### src/rtl/btn_tick_ctrl.sv
// Front end for the alarm-clock datapath: divides the system clock into a
// one-cycle seconds tick and conditions the raw buttons into synchronized,
// debounced levels plus one-cycle advance strobes with optional auto-repeat.
module btn_tick_ctrl #(
  parameter int             NB        = 8,
  parameter int             TICK_DIV  = 50000000,
  parameter int             DB_CYCLES = 1000000,
  parameter int             REP_DLY   = 25000000,
  parameter int             REP_PER   = 12500000,
  parameter logic [NB-1:0]  REP_EN    = 8'b0111_1100
) (
  input  logic          clk,
  input  logic          rst,
  input  logic [NB-1:0] btn_raw,
  input  logic          tick_clr,
  output logic          pulse,
  output logic [NB-1:0] level,
  output logic [NB-1:0] adv
);

  localparam int PW = (TICK_DIV > 1) ? $clog2(TICK_DIV) : 1;
  localparam int DW = (DB_CYCLES > 0) ? $clog2(DB_CYCLES + 1) : 1;
  localparam int RW = $clog2(REP_DLY + 1);

  localparam logic [PW-1:0] TICK_LAST  = PW'(TICK_DIV - 1);
  localparam logic [DW-1:0] DB_LAST    = DW'(DB_CYCLES - 1);
  localparam logic [RW-1:0] REP_TOP    = RW'(REP_DLY);
  localparam logic [RW-1:0] REP_RELOAD = RW'(REP_DLY - REP_PER);

  logic [PW-1:0]         cnt_q, cnt_d;
  logic                  pulse_q, pulse_d;
  logic [NB-1:0]         s1_q, s1_d;
  logic [NB-1:0]         s2_q, s2_d;
  logic [NB-1:0]         level_q, level_d;
  logic [NB-1:0][DW-1:0] dbc_q, dbc_d;
  logic [NB-1:0][RW-1:0] rc_q, rc_d;
  logic [NB-1:0]         adv_q, adv_d;

  // Prescaler: the tick is raised on the edge where the counter wraps out of
  // its last value; tick_clr re-phases the seconds and suppresses the tick.
  always_comb begin
    cnt_d   = cnt_q + PW'(1);
    pulse_d = (cnt_q == TICK_LAST);
    if (cnt_q == TICK_LAST) begin
      cnt_d = '0;
    end
    if (tick_clr) begin
      cnt_d   = '0;
      pulse_d = 1'b0;
    end
  end

  // Two-flop synchronizer for the asynchronous button levels.
  always_comb begin
    s1_d = btn_raw;
    s2_d = s1_q;
  end

  // Debounce: a level change is accepted only after the synchronized input
  // has disagreed with the current level for DB_CYCLES consecutive edges.
  always_comb begin
    level_d = level_q;
    dbc_d   = dbc_q;
    for (int i = 0; i < NB; i++) begin
      if (s2_q[i] == level_q[i]) begin
        dbc_d[i] = '0;
      end else if (dbc_q[i] == DB_LAST) begin
        level_d[i] = s2_q[i];
        dbc_d[i]   = '0;
      end else begin
        dbc_d[i] = dbc_q[i] + DW'(1);
      end
    end
  end

  // Advance strobes: one on each accepted press, then auto-repeat while held
  // for the enabled bits. The repeat counter never holds REP_TOP; reaching it
  // fires the strobe and reloads so later strobes come every REP_PER cycles.
  always_comb begin
    logic [RW-1:0] rc_inc;
    rc_inc = '0;
    rc_d   = '0;
    adv_d  = '0;
    for (int i = 0; i < NB; i++) begin
      rc_inc = rc_q[i] + RW'(1);
      if (level_d[i] && !level_q[i]) begin
        adv_d[i] = 1'b1;
      end else if (level_d[i] && level_q[i] && REP_EN[i]) begin
        if (rc_inc == REP_TOP) begin
          adv_d[i] = 1'b1;
          rc_d[i]  = REP_RELOAD;
        end else begin
          rc_d[i] = rc_inc;
        end
      end
    end
  end

  // State registers; reset clears everything on the same edge.
  always_ff @(posedge clk) begin
    if (rst) begin
      cnt_q   <= '0;
      pulse_q <= 1'b0;
      s1_q    <= '0;
      s2_q    <= '0;
      level_q <= '0;
      dbc_q   <= '0;
      rc_q    <= '0;
      adv_q   <= '0;
    end else begin
      cnt_q   <= cnt_d;
      pulse_q <= pulse_d;
      s1_q    <= s1_d;
      s2_q    <= s2_d;
      level_q <= level_d;
      dbc_q   <= dbc_d;
      rc_q    <= rc_d;
      adv_q   <= adv_d;
    end
  end

  assign pulse = pulse_q;
  assign level = level_q;
  assign adv   = adv_q;

endmodule
### config.mk
export PLATFORM = sky130hd
export DESIGN_NAME = btn_tick_ctrl
export DESIGN_NICKNAME = d
export VERILOG_FILES = /design/src/rtl/btn_tick_ctrl.sv
export SDC_FILE = /design/constraint.sdc
export NUM_CORES = 1
export LEC_CHECK = 0
export CORE_MARGIN = 2
export CORE_UTILIZATION = 45
export DETAILED_ROUTE_END_ITERATION = 16
export GPL_ROUTABILITY_DRIVEN = 0
export HOLD_SLACK_MARGIN = 0.06
export PLACE_DENSITY = 0.69
export RECOVER_POWER = 25
export SLEW_MARGIN = 20
export SYNTH_ARGS = -nofsm -noshare
export SYNTH_HDL_FRONTEND = slang
export SYNTH_SLANG_ARGS = --single-unit
### constraint.sdc
create_clock -name clk -period 5.4 [get_ports clk]
set_clock_uncertainty 0.2 [all_clocks]
set_input_delay 1.08 -clock clk [delete_from_list [all_inputs] [get_ports clk]]
set_output_delay 1.08 -clock clk [all_outputs]
set_load 0.05 [all_outputs]
==> metrics.txt, run 1 <==
remaining global-route overflow 0; average size of a mapped cell approximately 8.7 um^2; crit-path max FO 30; cell taking the most area after synthesis dfxtp_1; number of global-route vias before repair between 10000 and 15000; top cells by count, synth dfxtp_1 (344), nor2_1 (316), xor2_1 (156); clk_lat worst skew roughly 520 ps; min-delay worst type flip-flop to flip-flop; Tightest Pin Transition 1400 ps; Required @ worst endpoint between 5000 and 6000 ps; Core Util, Final 0.510; Resize count post-CTS 0; WL final slightly below 30000 um; via-per-instance ratio between 5 and 6; crit-path max cell delay 990 ps; initial detailed-routing violation count between 500 and 600; max-cap violations 0; P_sw about 1000 uW; Ys Warns 0; hold depth 1; Clock Sinks ~340; Gate power share 0.007; Clk pin slew, worst setup/hold paths about 60 ps; Mapped Area around 0.016 mm^2; Hold Fails Final Rpt 0; Unique masters post-synth between 80 and 90; clock share of power 0.490; RR Startpoint rc_q[100]$_SDFF_PP0_; Startpoint Class input pin; Post-layout nets 1862; Fin Setup TNS 0 ps; power per cell area ~290 mW/mm^2; Die Wd ~190 um; Area Overhead vs Synth 11.3%; RR Endpoint rc_q[116]$_SDFF_PP0_; Core Footprint about 0.035 mm^2; Hold Crit Endpoint s2_q[5]$_SDFF_PP0_; unrepaired setup endpoints after global routing false; status finished, final reports clean; Net Sw Frac 0.204; Max clock buf depth 3; leakage between 0.005 and 0.006 uW; P_int 4040 uW; crit-path cells clkbuf_1 -> clkbuf_1 -> nor2b_1 -> o21ai_0 -> clkbuf_1 -> nand3b_1 -> o21ai_0; synthesized net count around 1900; first-pass GRT wire length approximately 52000 um; Seq cells post-synth 344; # Post-CTS Setup Buffers 0; PortBufs 27; Rows 68; CTS H-tree lvls 2; total number of vias 12300; Crit path arrival time approximately 4000 ps; WS Path Type input pin to flip-flop; post-synth top area share 0.434; # DRC 0; f_max about 260 MHz; Sequential Power Share 0.503; Post-CTS Hold Buffers 0; GRT Overall Usage 0.162; layout cells sized above 1 0.0590; main flop type after synthesis dfxtp_1; HPWL after DPL 19800 um; die height roughly 190 um; register area share after synthesis 0.434; fin crit period roughly 3900 ps; Mapped Cells roughly 1800; die area 0.0368 mm^2; First-pass DRT Iterations 4; Area contributors post-synth dfxtp_1 (43%), xor2_1 (8.6%), nor2_1 (7.5%); Slew Limit Fails 0; WL per Instance between 10 and 15 um; R2R setup slack 2150 ps; diodes inserted 0; clock root cell clkbuf_16; Final Setup Violations 0; Starting Density 0.458; TritonCTS clock tree built; worst vdd ir 0.225 mV; most frequent CP cell clkbuf_1; slowest library cell on the worst path clkbuf_1; DRT antenna net count 0; FFs w/ async S/R, synth 0; Reg2Reg Depth 8; final worst-path cycle share 0.716; initial antenna violation count 0; largest net degree at the start of global routing 31; Slew HR 0.0687; hold_sp s1_q[5]$_SDFF_PP0_; Setup crit end kind flip-flop; # IOs 28; most frequent cell after synthesis dfxtp_1; Post-synth EDFFs 0; number of buffers created by CTS 37
per-stage QoR:
step           cells  hold WS [ps]  worst slack (ps)  cell area, um^2  power [uW]
5_1_grt         2318           260              1110            17600        5250
6_report        2318           239              1530            17600        5070
4_1_cts         2318           243              2150            17700        5140
3_3_place_gp    2252           219              2270            16500        2640
2_1_floorplan   1832           214              2530            15900        2630
3_5_place_dp    2252           228              2190            16500        2640
cells by family after synthesis:
kind of cell             Yosys count  share of synthesized area
flip-flops                       344                      0.434
adder cells (fa/ha/maj)           15                     0.0118
XOR/XNOR                         283                      0.156
buffers and inverters             95                     0.0245
AND/OR/NAND/NOR                  966                      0.313
multiplexers                      14                    0.00884
AO/OA/AOI/OAI                    115                     0.0512
layer usage:
| metal | GRT usage | vias up | part of all wire | wire length, um |
|---|---|---|---|---|
| met3 | 0.0245 | 44 | 0.035 | 1030 |
| li1 | - | 6324 | - | - |
| met1 | 0.218 | 5795 | 0.49 | 14300 |
| met4 | 0.0464 | 0 | 0.019 | 546 |
| met2 | 0.268 | 163 | 0.46 | 13500 |
| met5 | 0 | - | 0 | 0 |
critical path, delay by kind of cell:
family / cells / cell delay [ps]
compound gates: 2 / 210
buf+inv: 3 / 2350
simple gates: 2 / 350
power by group through the flow:
stage	Combinational (uW)	Clock, uW	Sequential, uW
2_1_floorplan	23.1	0	2610
3_3_place_gp	35.4	0	2610
3_5_place_dp	35.9	0	2610
4_1_cts	36.1	2560	2550
5_1_grt	39.6	2660	2550
6_report	34.8	2490	2550
area by class of cell:
type / instances / area, um^2
Sequential cell: 344 / 6890
Fill cell: 3175 / 17000
Clock buffer: 47 / 1010
Inverter: 29 / 109
Multi-Input combinational cell: 1393 / 8600
Timing Repair Buffer: 31 / 283
Tap cell: 455 / 569
Clock inverter: 19 / 191
sequential cells by signal, indices dropped and copies added (netlist names):
signal,flops
adv,8
cnt_q,26
dbc_q,160
level,8
pulse,1
rc_q,125
s1_q,8
s2_q,8
worst max path at each step:
stage | startpoint | end | slack [ps] | depth (start not counted)
2_1_floorplan | rc_q[75]$_SDFF_PP0_ | rc_q[91]$_SDFF_PP0_ | 2530 | 9
3_3_place_gp | rc_q[50]$_SDFF_PP0_ | rc_q[51]$_SDFF_PP0_ | 2270 | 8
3_5_place_dp | rc_q[50]$_SDFF_PP0_ | rc_q[54]$_SDFF_PP0_ | 2190 | 8
4_1_cts | rc_q[50]$_SDFF_PP0_ | rc_q[56]$_SDFF_PP0_ | 2150 | 8
5_1_grt | rst | rc_q[123]$_SDFF_PP0_ | 1110 | 7
6_report | rst | rc_q[105]$_SDFF_PP0_ | 1530 | 7
layout by cell type, fill, tap and decap left out, types with 4 or more instances in the layout:
| cell type | count |
|---|---|
| nand4_2 | 4 |
| nand2_1 | 121 |
| clkbuf_1 | 9 |
| nand3b_1 | 14 |
| a21oi_2 | 9 |
| and2_1 | 6 |
| clkbuf_16 | 37 |
| mux2i_1 | 14 |
| nand2b_1 | 10 |
| ha_1 | 15 |
| nor4_2 | 4 |
| and4_1 | 15 |
| nor3_1 | 75 |
| a31oi_1 | 6 |
| dfxtp_1 | 344 |
| nor3b_2 | 6 |
| clkinv_2 | 10 |
| o21ai_0 | 22 |
| nand3_1 | 141 |
| nor4_1 | 31 |
| nor4b_1 | 9 |
| nor2_1 | 316 |
| clkdlybuf4s50_1 | 26 |
| and3_1 | 43 |
| or2_2 | 6 |
| clkbuf_8 | 5 |
| xnor2_1 | 127 |
| xor2_1 | 156 |
| nand4b_1 | 4 |
| nand4_1 | 67 |
| a21oi_1 | 25 |
| or3_1 | 22 |
| o2111ai_1 | 4 |
| or4_1 | 9 |
| nor2b_1 | 30 |
| inv_1 | 29 |
| nor3b_1 | 16 |
Note: power is estimated with default switching activity, not from simulation.
==> run 2: changes to the inputs <==
--- a/config.mk
+++ b/config.mk
@@ -10,7 +10,7 @@
 export DETAILED_ROUTE_END_ITERATION = 16
 export GPL_ROUTABILITY_DRIVEN = 0
 export HOLD_SLACK_MARGIN = 0.06
-export PLACE_DENSITY = 0.69
+export PLACE_DENSITY = 0.71
 export RECOVER_POWER = 25
 export SLEW_MARGIN = 20
 export SYNTH_ARGS = -nofsm -noshare
==> constraint.sdc (replaced) <==
create_clock -name clk -period 3.4 [get_ports clk]
set_clock_uncertainty 0.2 [all_clocks]
set_input_delay 0.68 -clock clk [delete_from_list [all_inputs] [get_ports clk]]
set_output_delay 0.68 -clock clk [all_outputs]
set_load 0.05 [all_outputs]
==> run 2 against run 1 <==
Clock-buffer cell count unchanged. Worst setup slack lost 1200 ps. Sequential share of layout area decreased by 0.77 points. Critical endpoint is now rc_q[101]$_SDFF_PP0_. Die area stayed put. Non-clock buffer count grew 11.
==> metrics.txt, run 2 (synthesized netlist as in run 1, its figures left out) <==
status finished, final reports clean; slowest library cell on the worst path or4_1; Top Metal Used met4; # IOs 28 (unchanged); clock share of power 0.535 (+0.045); Post-Place Cells 2263 (+0.49%); Resize count post-CTS 0 (unchanged); met2 WL 14000 um (+3.9%); first-pass GRT wire length 52800 um (+2.1%); initial detailed-routing violation count 567 (+3.5%); Core Footprint 0.0346 mm^2 (unchanged); Hold Fails Final Rpt 0 (unchanged); dpl ws 340 ps (-1850 ps); Startpoint Class flip-flop; remaining global-route overflow 0 (unchanged); number of global-route vias before repair 11700 (+1.4%); Area Overhead vs Synth 13.5%; total number of vias 12500 (+1.0%); DRT met1 WL 14400 um (+0.74%); largest net degree at the start of global routing 26 (-16%); CTS H-tree lvls 2 (unchanged); clk_lat worst skew 530 ps (about the same); Post-layout nets 1874 (+0.64%); Finished Layout Cells 2333 (+0.65%); Crit path arrival time 3300 ps (-720 ps); First-pass DRT Iterations 5 (+1); met3 wire len 1270 um (+23%); Post-CTS Hold Buffers 0 (unchanged); die height 192 um (unchanged); crit-path cells ha_1 -> nand4_2 -> or4_1 -> nor4_1 -> o22ai_1 -> nor4_1 -> and2_1 -> nor3b_1; finished layout cell area 0.0180 mm^2 (+2.0%); Fin Setup TNS 0 ps (unchanged); Setup crit end kind flip-flop; Slew Limit Fails 0 (unchanged); most frequent CP cell nor4_1; Die Wd 192 um (unchanged); Required @ worst endpoint 3620 ps (-1930 ps); # Post-CTS Setup Buffers 0 (unchanged); most frequent cells in the layout dfxtp_1 (344), nor2_1 (316), xor2_1 (156); Sequential Power Share 0.458 (-0.045); WS Path Type flip-flop to flip-flop; power per cell area 491 mW/mm^2 (+71%); GRT Overall Usage 0.166 (+0.00455); number of buffers created by CTS 38 (+2.7%); max-cap violations 0 (unchanged); WL per Instance 13.0 um (+2.5%); Gate power share 0.007 (about the same); P_sw 1750 uW (+70%); Core Util, Final 0.520 (+0.0102); unrepaired setup endpoints after global routing false; Clk pin slew, worst setup/hold paths 60 ps (about the same); placed instance area 0.0165 mm^2 (+0.50%); max reg flops 160 (unchanged); HPWL after DPL 20500 um (+3.4%); DRT antenna net count 0 (unchanged); Final Setup Violations 0 (unchanged); TritonCTS clock tree built; Starting Density 0.458 (unchanged); commonest non-fill, non-tap cell in the layout dfxtp_1; crit-path max FO 7 (-77%); Regs by FF count dbc_q (160), rc_q (125), cnt_q (26); f_max approximately 320 MHz; Rows 68 (unchanged); Net Sw Frac 0.198 (-0.00550); via-per-instance ratio 5.34 (+0.40%); final worst-path cycle share 0.908; Tightest Pin Transition 1070 ps (-323 ps); PortBufs 27 (unchanged); worst vdd ir 0.414 mV (+84%); clock root cell clkbuf_16; fin crit period between 3000 and 4000 ps; post-route setup slack 314 ps (-1220 ps); largest reg by FF count dbc_q; diodes inserted 0 (unchanged); leakage 0.00566 uW (+3.2%); crit-path max cell delay 620 ps (-370 ps); initial antenna violation count 0 (unchanged); layout cells sized above 1 0.0692 (+0.0102); WL final 30300 um (+3.2%); die area 0.0368 mm^2 (unchanged); P_int 7090 uW (+76%); Clock Sinks 344 (unchanged); min-delay worst type flip-flop to flip-flop; # DRC 0 (unchanged); Max clock buf depth 3 (unchanged); Slew HR 0.284 (+0.215)
-- run 2: metrics by stage --
stage	power, uW	hold WS [ps]
2_1_floorplan	4180	214
3_3_place_gp	4200	224
3_5_place_dp	4200	222
4_1_cts	8960	235
5_1_grt	9150	261
6_report	8850	233
-- run 2: final cells by class --
| class | instances | area (um^2) |
|---|---|---|
| Fill cell | 3119 | 16600 |
| Multi-Input combinational cell | 1393 | 8590 |
| Sequential cell | 344 | 6890 |
| Clock buffer | 47 | 1080 |
| Tap cell | 455 | 569 |
| Clock inverter | 23 | 407 |
| Timing Repair Buffer | 42 | 367 |
| Inverter | 29 | 109 |
-- run 2: critical path: cells and delay by family (launching register included) --
| family | cells | cell delay, ps |
|---|---|---|
| adder cells (fa/ha/maj) | 1 | 330 |
| flip-flops | 1 | 400 |
| AO/OA/AOI/OAI | 1 | 120 |
| AND/OR/NAND/NOR | 6 | 1920 |
-- run 2: worst paths after layout --
kind,slack [ps],cells past startpoint,end,from
max,310,8,rc_q[101]$_SDFF_PP0_,rc_q[100]$_SDFF_PP0_
max reg2reg,310,8,rc_q[101]$_SDFF_PP0_,rc_q[100]$_SDFF_PP0_
min reg2reg,230,1,s2_q[2]$_SDFF_PP0_,s1_q[2]$_SDFF_PP0_
min,230,1,s2_q[2]$_SDFF_PP0_,s1_q[2]$_SDFF_PP0_
-- run 2: routing by layer --
metal | vias to the layer above | track usage
li1 | 6362 | -
met1 | 5862 | 0.218
met5 | - | 0
met3 | 52 | 0.0303
met4 | 0 | 0.0494
met2 | 179 | 0.278
-- run 2: power groups by stage --
stage	sequential [uW]	clock [uW]	combinational [uW]
finish	4050	4740	57.9
CTS	4050	4840	61.0
global placement	4140	0	59.4
detailed placement	4140	0	60.7
global route	4050	5030	65.2
floorplan	4140	0	36.7
